### config.mk
export PLATFORM = sky130hd
export DESIGN_NAME = seg7_scan_driver
export DESIGN_NICKNAME = d
export VERILOG_FILES = /design/src/rtl/seg7_pkg.sv /design/src/rtl/seg7_hex_decode.sv /design/src/rtl/seg7_scan_driver.sv
export SDC_FILE = /design/constraint.sdc
export NUM_CORES = 1
export LEC_CHECK = 0
export CAP_MARGIN = 20
export CORE_ASPECT_RATIO = 0.5
export CORE_UTILIZATION = 55
export DETAILED_ROUTE_END_ITERATION = 7
export PLACE_DENSITY = 0.79
export SLEW_MARGIN = 5
export SYNTH_ARGS = -nofsm -noshare
export SYNTH_HDL_FRONTEND = slang
export SYNTH_SLANG_ARGS = --single-unit
### constraint.sdc
create_clock -name clk -period 3.5 [get_ports clk]
set_input_delay 0.525 -clock clk [delete_from_list [all_inputs] [get_ports clk]]
set_output_delay 0.525 -clock clk [all_outputs]
set_load 0.03 [all_outputs]
### src/rtl/seg7_pkg.sv
// Shared constants for the 7-segment scan driver: active-high glyphs
// in {G,F,E,D,C,B,A} bit order, plus the all-segments-dark pattern.
package seg7_pkg;

  localparam logic [6:0] SEG_0   = 7'h3F;
  localparam logic [6:0] SEG_1   = 7'h06;
  localparam logic [6:0] SEG_2   = 7'h5B;
  localparam logic [6:0] SEG_3   = 7'h4F;
  localparam logic [6:0] SEG_4   = 7'h66;
  localparam logic [6:0] SEG_5   = 7'h6D;
  localparam logic [6:0] SEG_6   = 7'h7D;  // 6 with the top bar (A) lit
  localparam logic [6:0] SEG_7   = 7'h07;  // 7 lights A, B, C
  localparam logic [6:0] SEG_8   = 7'h7F;
  localparam logic [6:0] SEG_9   = 7'h6F;  // 9 with the bottom bar (D) lit
  localparam logic [6:0] SEG_A   = 7'h77;
  localparam logic [6:0] SEG_B   = 7'h7C;  // lower-case b
  localparam logic [6:0] SEG_C   = 7'h39;
  localparam logic [6:0] SEG_D   = 7'h5E;  // lower-case d
  localparam logic [6:0] SEG_E   = 7'h79;
  localparam logic [6:0] SEG_F   = 7'h71;
  localparam logic [6:0] SEG_OFF = 7'h00;

endpackage

### src/rtl/seg7_hex_decode.sv
// Combinational hex nibble to active-high 7-segment glyph.
// Pin polarity is applied by the caller, not here.
module seg7_hex_decode
  import seg7_pkg::*;
(
  input  logic [3:0] hex,
  output logic [6:0] glyph
);

  // Pure lookup from nibble to glyph
  always_comb begin
    glyph = SEG_OFF;
    case (hex)
      4'h0: glyph = SEG_0;
      4'h1: glyph = SEG_1;
      4'h2: glyph = SEG_2;
      4'h3: glyph = SEG_3;
      4'h4: glyph = SEG_4;
      4'h5: glyph = SEG_5;
      4'h6: glyph = SEG_6;
      4'h7: glyph = SEG_7;
      4'h8: glyph = SEG_8;
      4'h9: glyph = SEG_9;
      4'hA: glyph = SEG_A;
      4'hB: glyph = SEG_B;
      4'hC: glyph = SEG_C;
      4'hD: glyph = SEG_D;
      4'hE: glyph = SEG_E;
      4'hF: glyph = SEG_F;
      default: glyph = SEG_OFF;
    endcase
  end

endmodule

### src/rtl/seg7_scan_driver.sv
// Time-multiplexed N-digit 7-segment driver. One digit slot lasts
// SCAN_DIV clocks. New data is staged in a pending register and only
// moves to the display register when the scan wraps to digit 0, so a
// frame never shows a mix of old and new digits. All pin outputs come
// straight from flops computed from the same next-state values, so the
// anode and segment lines always switch on the same edge.
module seg7_scan_driver
  import seg7_pkg::*;
#(
  parameter int N_DIGITS   = 4,
  parameter int SCAN_DIV   = 1000,
  parameter int ACTIVE_LOW = 1,
  parameter int LZB_EN     = 1
) (
  input  logic                    clk,
  input  logic                    rst,
  input  logic [4*N_DIGITS-1:0]   data_in,
  input  logic [N_DIGITS-1:0]     dp_in,
  input  logic                    load,
  input  logic                    blank,
  input  logic                    lzb_on,
  output logic [6:0]              seg,
  output logic                    dp,
  output logic [N_DIGITS-1:0]     an,
  output logic                    frame_done
);

  localparam int CNT_W = (SCAN_DIV > 1) ? $clog2(SCAN_DIV) : 1;
  localparam int IDX_W = (N_DIGITS > 1) ? $clog2(N_DIGITS) : 1;
  localparam int DW    = 4 * N_DIGITS;
  localparam bit AL    = (ACTIVE_LOW != 0);

  // Pin levels that mean "dark" for the configured polarity
  localparam logic [6:0]          SEG_PIN_OFF = AL ? 7'h7F : 7'h00;
  localparam logic                DP_PIN_OFF  = AL;
  localparam logic [N_DIGITS-1:0] AN_PIN_OFF  = AL ? {N_DIGITS{1'b1}} : {N_DIGITS{1'b0}};

  // Timebase and scan position
  logic [CNT_W-1:0] cnt_q, cnt_d;
  logic [IDX_W-1:0] idx_q, idx_d;
  logic             tick, last_digit, wrap;

  // Staged and displayed data
  logic [DW-1:0]       pend_data_q, pend_data_d;
  logic [N_DIGITS-1:0] pend_dp_q,   pend_dp_d;
  logic                pend_flag_q, pend_flag_d;
  logic [DW-1:0]       disp_data_q, disp_data_d;
  logic [N_DIGITS-1:0] disp_dp_q,   disp_dp_d;

  // Digit selection for the slot being entered
  logic [3:0]          cur_nib;
  logic                cur_dp;
  logic                cur_lz;
  logic [N_DIGITS-1:0] an_onehot;
  logic [N_DIGITS-1:0] lz_mask;
  logic [6:0]          glyph;
  logic [6:0]          seg_act;

  // Registered pins
  logic [6:0]          seg_q, seg_d;
  logic                dp_q, dp_d;
  logic [N_DIGITS-1:0] an_q, an_d;
  logic                frame_done_q, frame_done_d;

  // Tick counter wraps every SCAN_DIV clocks; index advances on each tick
  always_comb begin
    tick       = (cnt_q == CNT_W'(SCAN_DIV - 1));
    last_digit = (idx_q == IDX_W'(N_DIGITS - 1));
    wrap       = tick && last_digit;
    cnt_d      = tick ? '0 : cnt_q + 1'b1;
    idx_d      = idx_q;
    if (tick) begin
      idx_d = last_digit ? '0 : idx_q + 1'b1;
    end
  end

  // Pending capture on load; display only updates at the frame wrap,
  // and a load on the wrap cycle itself bypasses the pending register
  always_comb begin
    pend_data_d = pend_data_q;
    pend_dp_d   = pend_dp_q;
    pend_flag_d = pend_flag_q;
    disp_data_d = disp_data_q;
    disp_dp_d   = disp_dp_q;
    if (load) begin
      pend_data_d = data_in;
      pend_dp_d   = dp_in;
      pend_flag_d = 1'b1;
    end
    if (wrap) begin
      if (load) begin
        disp_data_d = data_in;
        disp_dp_d   = dp_in;
        pend_flag_d = 1'b0;
      end else if (pend_flag_q) begin
        disp_data_d = pend_data_q;
        disp_dp_d   = pend_dp_q;
        pend_flag_d = 1'b0;
      end
    end
  end

  // Leading-zero mask: walk down from the top digit while nibbles are zero;
  // digit 0 always shows so a zero value still displays "0"
  always_comb begin
    logic run;
    run     = (LZB_EN != 0) && lzb_on;
    lz_mask = '0;
    for (int k = N_DIGITS - 1; k >= 1; k--) begin
      if (disp_data_d[4*k +: 4] != 4'h0) begin
        run = 1'b0;
      end
      lz_mask[k] = run;
    end
  end

  // Pick nibble, DP bit, blank flag and anode for the slot being entered
  always_comb begin
    cur_nib   = 4'h0;
    cur_dp    = 1'b0;
    cur_lz    = 1'b0;
    an_onehot = '0;
    for (int k = 0; k < N_DIGITS; k++) begin
      if (idx_d == IDX_W'(k)) begin
        cur_nib      = disp_data_d[4*k +: 4];
        cur_dp       = disp_dp_d[k];
        cur_lz       = lz_mask[k];
        an_onehot[k] = 1'b1;
      end
    end
  end

  seg7_hex_decode u_decode (
    .hex   (cur_nib),
    .glyph (glyph)
  );

  // Next pin values: blank overrides everything, else apply LZB and polarity
  always_comb begin
    seg_act      = cur_lz ? SEG_OFF : glyph;
    seg_d        = AL ? ~seg_act : seg_act;
    dp_d         = AL ? ~cur_dp : cur_dp;
    an_d         = AL ? ~an_onehot : an_onehot;
    frame_done_d = wrap;
    if (blank) begin
      seg_d = SEG_PIN_OFF;
      dp_d  = DP_PIN_OFF;
      an_d  = AN_PIN_OFF;
    end
  end

  // State and output registers with synchronous reset
  always_ff @(posedge clk) begin
    if (rst) begin
      cnt_q        <= '0;
      idx_q        <= '0;
      pend_data_q  <= '0;
      pend_dp_q    <= '0;
      pend_flag_q  <= 1'b0;
      disp_data_q  <= '0;
      disp_dp_q    <= '0;
      seg_q        <= SEG_PIN_OFF;
      dp_q         <= DP_PIN_OFF;
      an_q         <= AN_PIN_OFF;
      frame_done_q <= 1'b0;
    end else begin
      cnt_q        <= cnt_d;
      idx_q        <= idx_d;
      pend_data_q  <= pend_data_d;
      pend_dp_q    <= pend_dp_d;
      pend_flag_q  <= pend_flag_d;
      disp_data_q  <= disp_data_d;
      disp_dp_q    <= disp_dp_d;
      seg_q        <= seg_d;
      dp_q         <= dp_d;
      an_q         <= an_d;
      frame_done_q <= frame_done_d;
    end
  end

  assign seg        = seg_q;
  assign dp         = dp_q;
  assign an         = an_q;
  assign frame_done = frame_done_q;

endmodule

; ---- After elaboration in Yosys (flattened, before gate mapping)
; Memories as Yosys holds them, arrays and structs flattened.
; Index checks and enable logic that the tools add are counted.
[totals]
regBits = 66
latch_bits = 0
mem_bits_rw = 0
rom_bits = 112
inputBits = 25
elab_cells = 60
memories = 1
[mem_list]
columns = name, depth, width, read_ports, rd_clocked_by_memory_dff, write_ports, line_no
row1 = (name not given), 16, 7, 1, 0, 0, seg7_hex_decode.sv:13  ; case (hex)
[op_classes]
add_sub_neg = 2
mul = 0
div_mod_pow = 0
order_cmp = 0
eq_ne = 5
shift = 0
n_mux = 31
n_bitwise = 3
n_reduce_logical = 7
[ops]
columns = op, count
row1 = $mux W16, 3
row2 = $mux W4, 7
row3 = $mux W1, 18
row4 = $reduce_bool A4 Y1, 3
row5 = $add A10 B1 Y10 const B, 1
row6 = $eq A10 B10 Y1 const B, 1
row7 = $mux W7, 1
row8 = $not A7 Y7, 1
row9 = $eq A2 B2 Y1 const B, 3
row10 = $mux W2, 2
row11 = $not A4 Y4, 1
row12 = $reduce_or A2 Y1, 2
row13 = $add A2 B1 Y2 const B, 1
row14 = $eq A2 B1 Y1 const B, 1
row15 = $logic_not A2 Y1, 1
row16 = $logic_and A1 B1 Y1, 1
row17 = $not A1 Y1, 1

; ---- Depth between registers and ports, before layout
; Gate-level depths: netlist of the first run.
[logic_depth]
ltp_word = 12
mapped_depth = 13
mapped_depth_nobuf = 12

; ---- Hierarchy
; Synthesis of the first run repeated with hierarchy kept, for this count alone.
[unflattened]
cells_unflattened = 352
area_unflattened_um2 = 3146.8
[modules_own_cells]
columns = mod, instances, cells_each, area_per_inst_um2, seq_area_each_um2
row1 = seg7_scan_driver, 1, 319, 2856.5, 1321.3
row2 = seg7_hex_decode, 1, 33, 290.3, 0.0

; ---- Least setup slack after synthesis of the first run
; Ideal clock, no wire load.
[synth_path]
kind = reg-to-reg
startpoint = reg cnt_q[0]
endpoint = reg seg_q[3] (netlist: seg[3])
setup_ns = 0.149
arrival_time_ns = 3.063
t_required_ns = 3.351
slack_ns = 0.288
stages_incl_launch_ff = 14
path_buffers = 1
path_cell_list = dfxtp_1 ha_1 nand2_1 nor4_4 nand2_1 clkbuf_1 o221ai_1 mux2i_1 mux2i_1 inv_1 ha_1 and2_1 o21ai_0 o211ai_1
[synth_between]
elab_chain_cells = 12
elab_cells_between_ends = 24
classes_between = eq/ne (4) / mux (13) / bitwise (1) / reduce/logical (5) / memory (1)
[synth_lines]
columns = element, line_no
row1 = from (decl), seg7_scan_driver.sv:39  ; logic [CNT_W-1:0] cnt_q, cnt_d;
row2 = from (signal assigned), seg7_scan_driver.sv:167  ; cnt_q <= cnt_d;
row3 = $eq A10 B10 Y1 *, seg7_scan_driver.sv:67  ; tick = (cnt_q == CNT_W'(SCAN_DIV - 1));
row4 = "parallel branches: the longest is 9 deep, another holds $mem_v2 Z16 W7", --
row5 = $mux W7 *, seg7_scan_driver.sv:140  ; seg_act = cur_lz ? SEG_OFF : glyph;
row6 = $not A7 Y7 *, seg7_scan_driver.sv:141  ; seg_d = AL ? ~seg_act : seg_act;
row7 = to (signal assigned), seg7_scan_driver.sv:174  ; seg_q <= seg_d;
row8 = to (decl), seg7_scan_driver.sv:60  ; logic [6:0] seg_q, seg_d;
; Mark *: on every way between the ends.
; A chain may end at the register's enable or synchronous reset.

; ---- Worst setup path after layout of the first run
[layout_path]
startpoint = reg cnt_q[0]
endpoint = reg seg_q[5] (netlist: seg[5])
; The elaborated chain is that of the path after synthesis.

==> metrics.txt, run 1 <==
# TYPE chip_impl_metric gauge
chip_impl_metric{name="power.leakage",unit="nW"} 1.472
chip_impl_metric{name="cts-root-to-sink-buffers",unit=""} 2
chip_impl_metric{name="cells_on_worst_reg2reg_path",unit=""} 11
chip_impl_metric{name="timing_hold_violations_final",unit=""} 0
chip_impl_info{name="synth_top_cells_by_area",value="dfxtp_1 43%, mux2i_1 9.7%, nor2_1 7.9%, o221ai_1 5.7%, o32a_1 3.6%"} 1
chip_impl_metric{name="synth_sequential_area_ratio",unit="%"} 42.89
chip_impl_metric{name="synth_area",unit="sq mm"} 0.003080
chip_impl_metric{name="cts-hold-fix-buffers",unit=""} 0
chip_impl_info{name="critPathKind",value="flop to flop"} 1
chip_impl_info{name="rsz0062_at_grt",value="true"} 1
chip_impl_metric{name="insertion_delay",unit="ns"} 0.35
chip_impl_metric{name="portBuffers",unit=""} 37
chip_impl_metric{name="final.hold.worst_slack",unit="ns"} 0.4614
chip_impl_metric{name="syn-mean-instance-area",unit="sq um"} 9.363
chip_impl_metric{name="antenna-diode-count",unit=""} 0
chip_impl_metric{name="drt_pass1_iterations",unit=""} 5
chip_impl_metric{name="power.ir.vdd_worst",unit="V"} 0.0003061
chip_impl_metric{name="die_height",unit="um"} 54.92
chip_impl_info{name="synth-main-ff-cell",value="dfxtp_1"} 1
chip_impl_info{name="startpoint_type",value="flop"} 1
chip_impl_metric{name="stdcell_count",unit=""} 439
chip_impl_metric{name="synth-edff-count",unit=""} 0
chip_impl_info{name="crit-reg2reg-launch",value="cnt_q[0]$_SDFF_PP0_"} 1
chip_impl_metric{name="synth_top_area_share",unit="%"} 42.89
chip_impl_metric{name="count_of_nets_after_finishing",unit=""} 397
chip_impl_info{name="status",value="finished, final reports clean"} 1
chip_impl_metric{name="cts_made_buffers",unit=""} 9
chip_impl_metric{name="ys_types",unit=""} 46
chip_impl_metric{name="core_box_area",unit="sq mm"} 0.005157
chip_impl_info{name="clock_tree.root_cell",value="clkbuf_8"} 1
chip_impl_metric{name="number_of_antenna_violations_at_the_first_check_in_global_routing",unit=""} 0
chip_impl_metric{name="maxSlewViolCount",unit=""} 0
chip_impl_metric{name="synthArstFlopShare",unit="%"} 0
chip_impl_info{name="hold_class",value="flop to flop"} 1
chip_impl_metric{name="via_count_of_the_first_global_routing_pass",unit=""} 2364
chip_impl_metric{name="worst_slew_margin",unit="%"} 55.65
chip_impl_metric{name="drt_iter0_markers",unit=""} 288
chip_impl_metric{name="tightest_slew",unit="ns"} 0.6652
chip_impl_metric{name="dp_cells",unit=""} 423
chip_impl_info{name="count_leader_synth",value="dfxtp_1"} 1
chip_impl_metric{name="critical_path_required",unit="ns"} 3.75
chip_impl_metric{name="die-area",unit="sq mm"} 0.005922
chip_impl_metric{name="h-tree-depth",unit=""} 3
chip_impl_info{name="synth_top_cells_by_count",value="66 x dfxtp_1, 65 x nor2_1, 30 x mux2i_1, 20 x nand2_1, 20 x o221ai_1"} 1
chip_impl_info{name="critical_path.reg2reg.endpoint",value="seg[5]$_SDFF_PP1_"} 1
chip_impl_metric{name="grt_first_pass_wirelength",unit="um"} 11840
chip_impl_metric{name="cap_viol_max_count",unit=""} 0
chip_impl_metric{name="wl_final",unit="um"} 7577
chip_impl_metric{name="final.setup_skew",unit="ns"} 0.01338
chip_impl_metric{name="arrival",unit="ns"} 3.60
chip_impl_metric{name="route.detailed.vias_per_inst",unit=""} 6.118
chip_impl_metric{name="all_layer_global_routing_usage",unit="%"} 27.71
chip_impl_metric{name="ys.warnings.count",unit=""} 0
chip_impl_info{name="synth_area_leader_cell",value="dfxtp_1"} 1
chip_impl_metric{name="syn-instance-count",unit=""} 329
chip_impl_info{name="startpoint",value="cnt_q[0]$_SDFF_PP0_"} 1
chip_impl_info{name="whs_endpoint",value="cnt_q[0]$_SDFF_PP0_"} 1
chip_impl_metric{name="rrSetupSlack",unit="ns"} 0.14
chip_impl_metric{name="gp_congestion",unit=""} 0.8455
chip_impl_metric{name="synth.ff_latch_count",unit=""} 66
chip_impl_metric{name="synthesis.nets",unit=""} 362
chip_impl_metric{name="dpl.hpwl",unit="um"} 5194
chip_impl_metric{name="fmax",unit="MHz"} 298.0
chip_impl_metric{name="post-route-drc-count",unit=""} 0
chip_impl_info{name="tritoncts",value="done"} 1
chip_impl_metric{name="holdPathStages",unit=""} 1
chip_impl_metric{name="initial_utilization",unit="%"} 59.73
chip_impl_metric{name="grt_max_degree",unit=""} 48
chip_impl_metric{name="fin_crit_sh",unit="%"} 95.87
chip_impl_metric{name="post_cts.repair.setup_buffers",unit=""} 0
chip_impl_metric{name="final_layout_size_suffix_gt1_share",unit="%"} 11.65
chip_impl_metric{name="power_per_cell_area",unit="mW/mm^2"} 423.5
chip_impl_metric{name="critical_path.max_fanout",unit=""} 7
chip_impl_metric{name="vias",unit=""} 2686
chip_impl_metric{name="grt_overflow_total",unit=""} 0
chip_impl_metric{name="die_w",unit="um"} 107.8
chip_impl_metric{name="detail_route.wl_per_cell",unit="um"} 17.26
chip_impl_info{name="hold_start",value="cnt_q[0]$_SDFF_PP0_"} 1
chip_impl_metric{name="route.antenna.remaining_nets",unit=""} 0
chip_impl_metric{name="finalSetupViolations",unit=""} 0
chip_impl_info{name="critPathCaptureType",value="flop"} 1
chip_impl_metric{name="cts.sink_count",unit=""} 66
chip_impl_metric{name="min_period",unit="ns"} 3.355
chip_impl_metric{name="path_clk_slew",unit="ns"} 0.08
chip_impl_metric{name="placementRows",unit=""} 18
chip_impl_metric{name="top_level_ports",unit=""} 38
chip_impl_metric{name="area_growth_from_synthesis_to_layout",unit="%"} 20.76
-- stage by stage --
step	setup TNS [ns]	total power, mW	area (sq um)	worst slack [ns]	util [%]
3_3_place_gp	0	0.9283	3492	0.3313	67.71
6_report	0	1.575	3720	0.1445	72.13
4_1_cts	0	1.580	3696	0.01151	71.66
2_1_floorplan	0	0.8746	3080	0.2882	-
3_5_place_dp	0	0.9327	3492	0.1302	67.71
5_1_grt	-0.04967	1.632	3720	-0.04967	72.13
-- kinds of logic (layout without fill, tap and decap cells) --
group / after synthesis / in the layout / share of synthesized area [%]
adders and majority gates: 8 / 8 / 3.250
and+or+nand+nor: 119 / 119 / 18.24
xor gates and xnor gates: 8 / 8 / 2.275
buffers and inverters: 31 / 71 / 4.630
AOI/OAI and AO/OA: 62 / 62 / 16.69
DFF: 66 / 66 / 42.89
muxes: 35 / 35 / 12.02
-- worst max-delay path, cell delays in order (launching register included) --
cell	delay (ns)
dfxtp_1	0.37
ha_1	0.22
nand2_1	0.21
or4_1	0.72
o22a_1	0.23
o21ai_0	0.21
mux2i_1	0.13
mux2_2	0.36
inv_1	0.13
ha_1	0.26
inv_1	0.08
o311ai_0	0.32
-- layout make-up --
type | count | area [sq um]
Multi-Input combinational cell | 232 | 1640
Sequential cell | 66 | 1321
Tap cell | 70 | 87.58
Inverter | 9 | 33.78
Clock inverter | 5 | 62.56
Clock buffer | 11 | 141.4
Timing Repair Buffer | 46 | 432.9
Fill cell | 380 | 1438
-- where the power goes --
part	internal [mW]	leakage, nW	switching, mW
clock	0.352	0.0962	0.305
sequential	0.772	0.539	0.0122
combinational	0.0656	0.837	0.0684
-- repair_timing --
action | CTS | global route
gates resized for setup | 0 | 5
setup endpoints to repair | 0 | 7
hold endpoints to repair | 0 | 0
-- how the worst max path moves through the flow --
stage | end
floorplan | seg[3]$_SDFF_PP1_
global placement | seg[3]$_SDFF_PP1_
detailed placement | seg[3]$_SDFF_PP1_
CTS | seg[3]$_SDFF_PP1_
global route | seg[5]$_SDFF_PP1_
finish | seg[5]$_SDFF_PP1_
-- registers in the layout, summed over array words and instances (netlist names) --
| register | flops |
|---|---|
| disp_data_q | 16 |
| pend_flag_q | 1 |
| idx_q | 2 |
| cnt_q | 10 |
| dp | 1 |
| seg | 7 |
| frame_done | 1 |
| pend_data_q | 16 |
| disp_dp_q | 4 |
| an | 4 |
| pend_dp_q | 4 |
-- metal layers --
metal / share of wire, % / vias to the layer above / track usage [%] / wire [um]
met5: 0 / - / 0 / 0
met3: 8.6 / 12 / 7.963 / 653
met4: 1.6 / 0 / 10.96 / 125
met1: 45 / 1284 / 35.84 / 3410
met2: 45 / 116 / 44.87 / 3388
li1: - / 1274 / - / -
-- layout by cell type (no fill, tap or decap), types with 2 or more instances in the layout --
cell	Yosys	layout
a21oi_1	2	2
a31oi_1	4	4
buf_4	1	9
clkbuf_8	0	10
clkdlybuf4s50_1	0	36
clkinvlp_4	0	2
dfxtp_1	66	66
ha_1	8	8
inv_1	9	9
mux2_2	3	3
mux2i_1	30	29
mux2i_2	1	2
nand2_1	20	19
nand3_1	10	10
nand4_1	3	3
nor2_1	65	65
nor2b_1	3	3
nor3_1	2	2
nor3_4	1	2
nor4_1	2	2
o211ai_1	4	4
o21ai_0	5	5
o221ai_1	20	19
o22a_1	3	3
o22ai_1	6	6
o311ai_0	2	2
o31a_1	2	2
o32a_1	11	11
or3_1	2	2
xnor2_1	5	5
xor2_1	3	3
(Power assumes the default switching activity.)
==> run 2: changes to the inputs <==
--- a/constraint.sdc
+++ b/constraint.sdc
@@ -3,2 +3,2 @@
 set_output_delay 0.525 -clock clk [all_outputs]
-set_load 0.03 [all_outputs]
+set_load 0.05 [all_outputs]
==> results of run 2 <==
The final DEF is identical to that of run 1. Status: finished, final reports clean.
Among the figures that moved: total power 1.575 mW -> 1.582 mW; worst IR drop on VDD 0.0003061 V -> 0.0003062 V
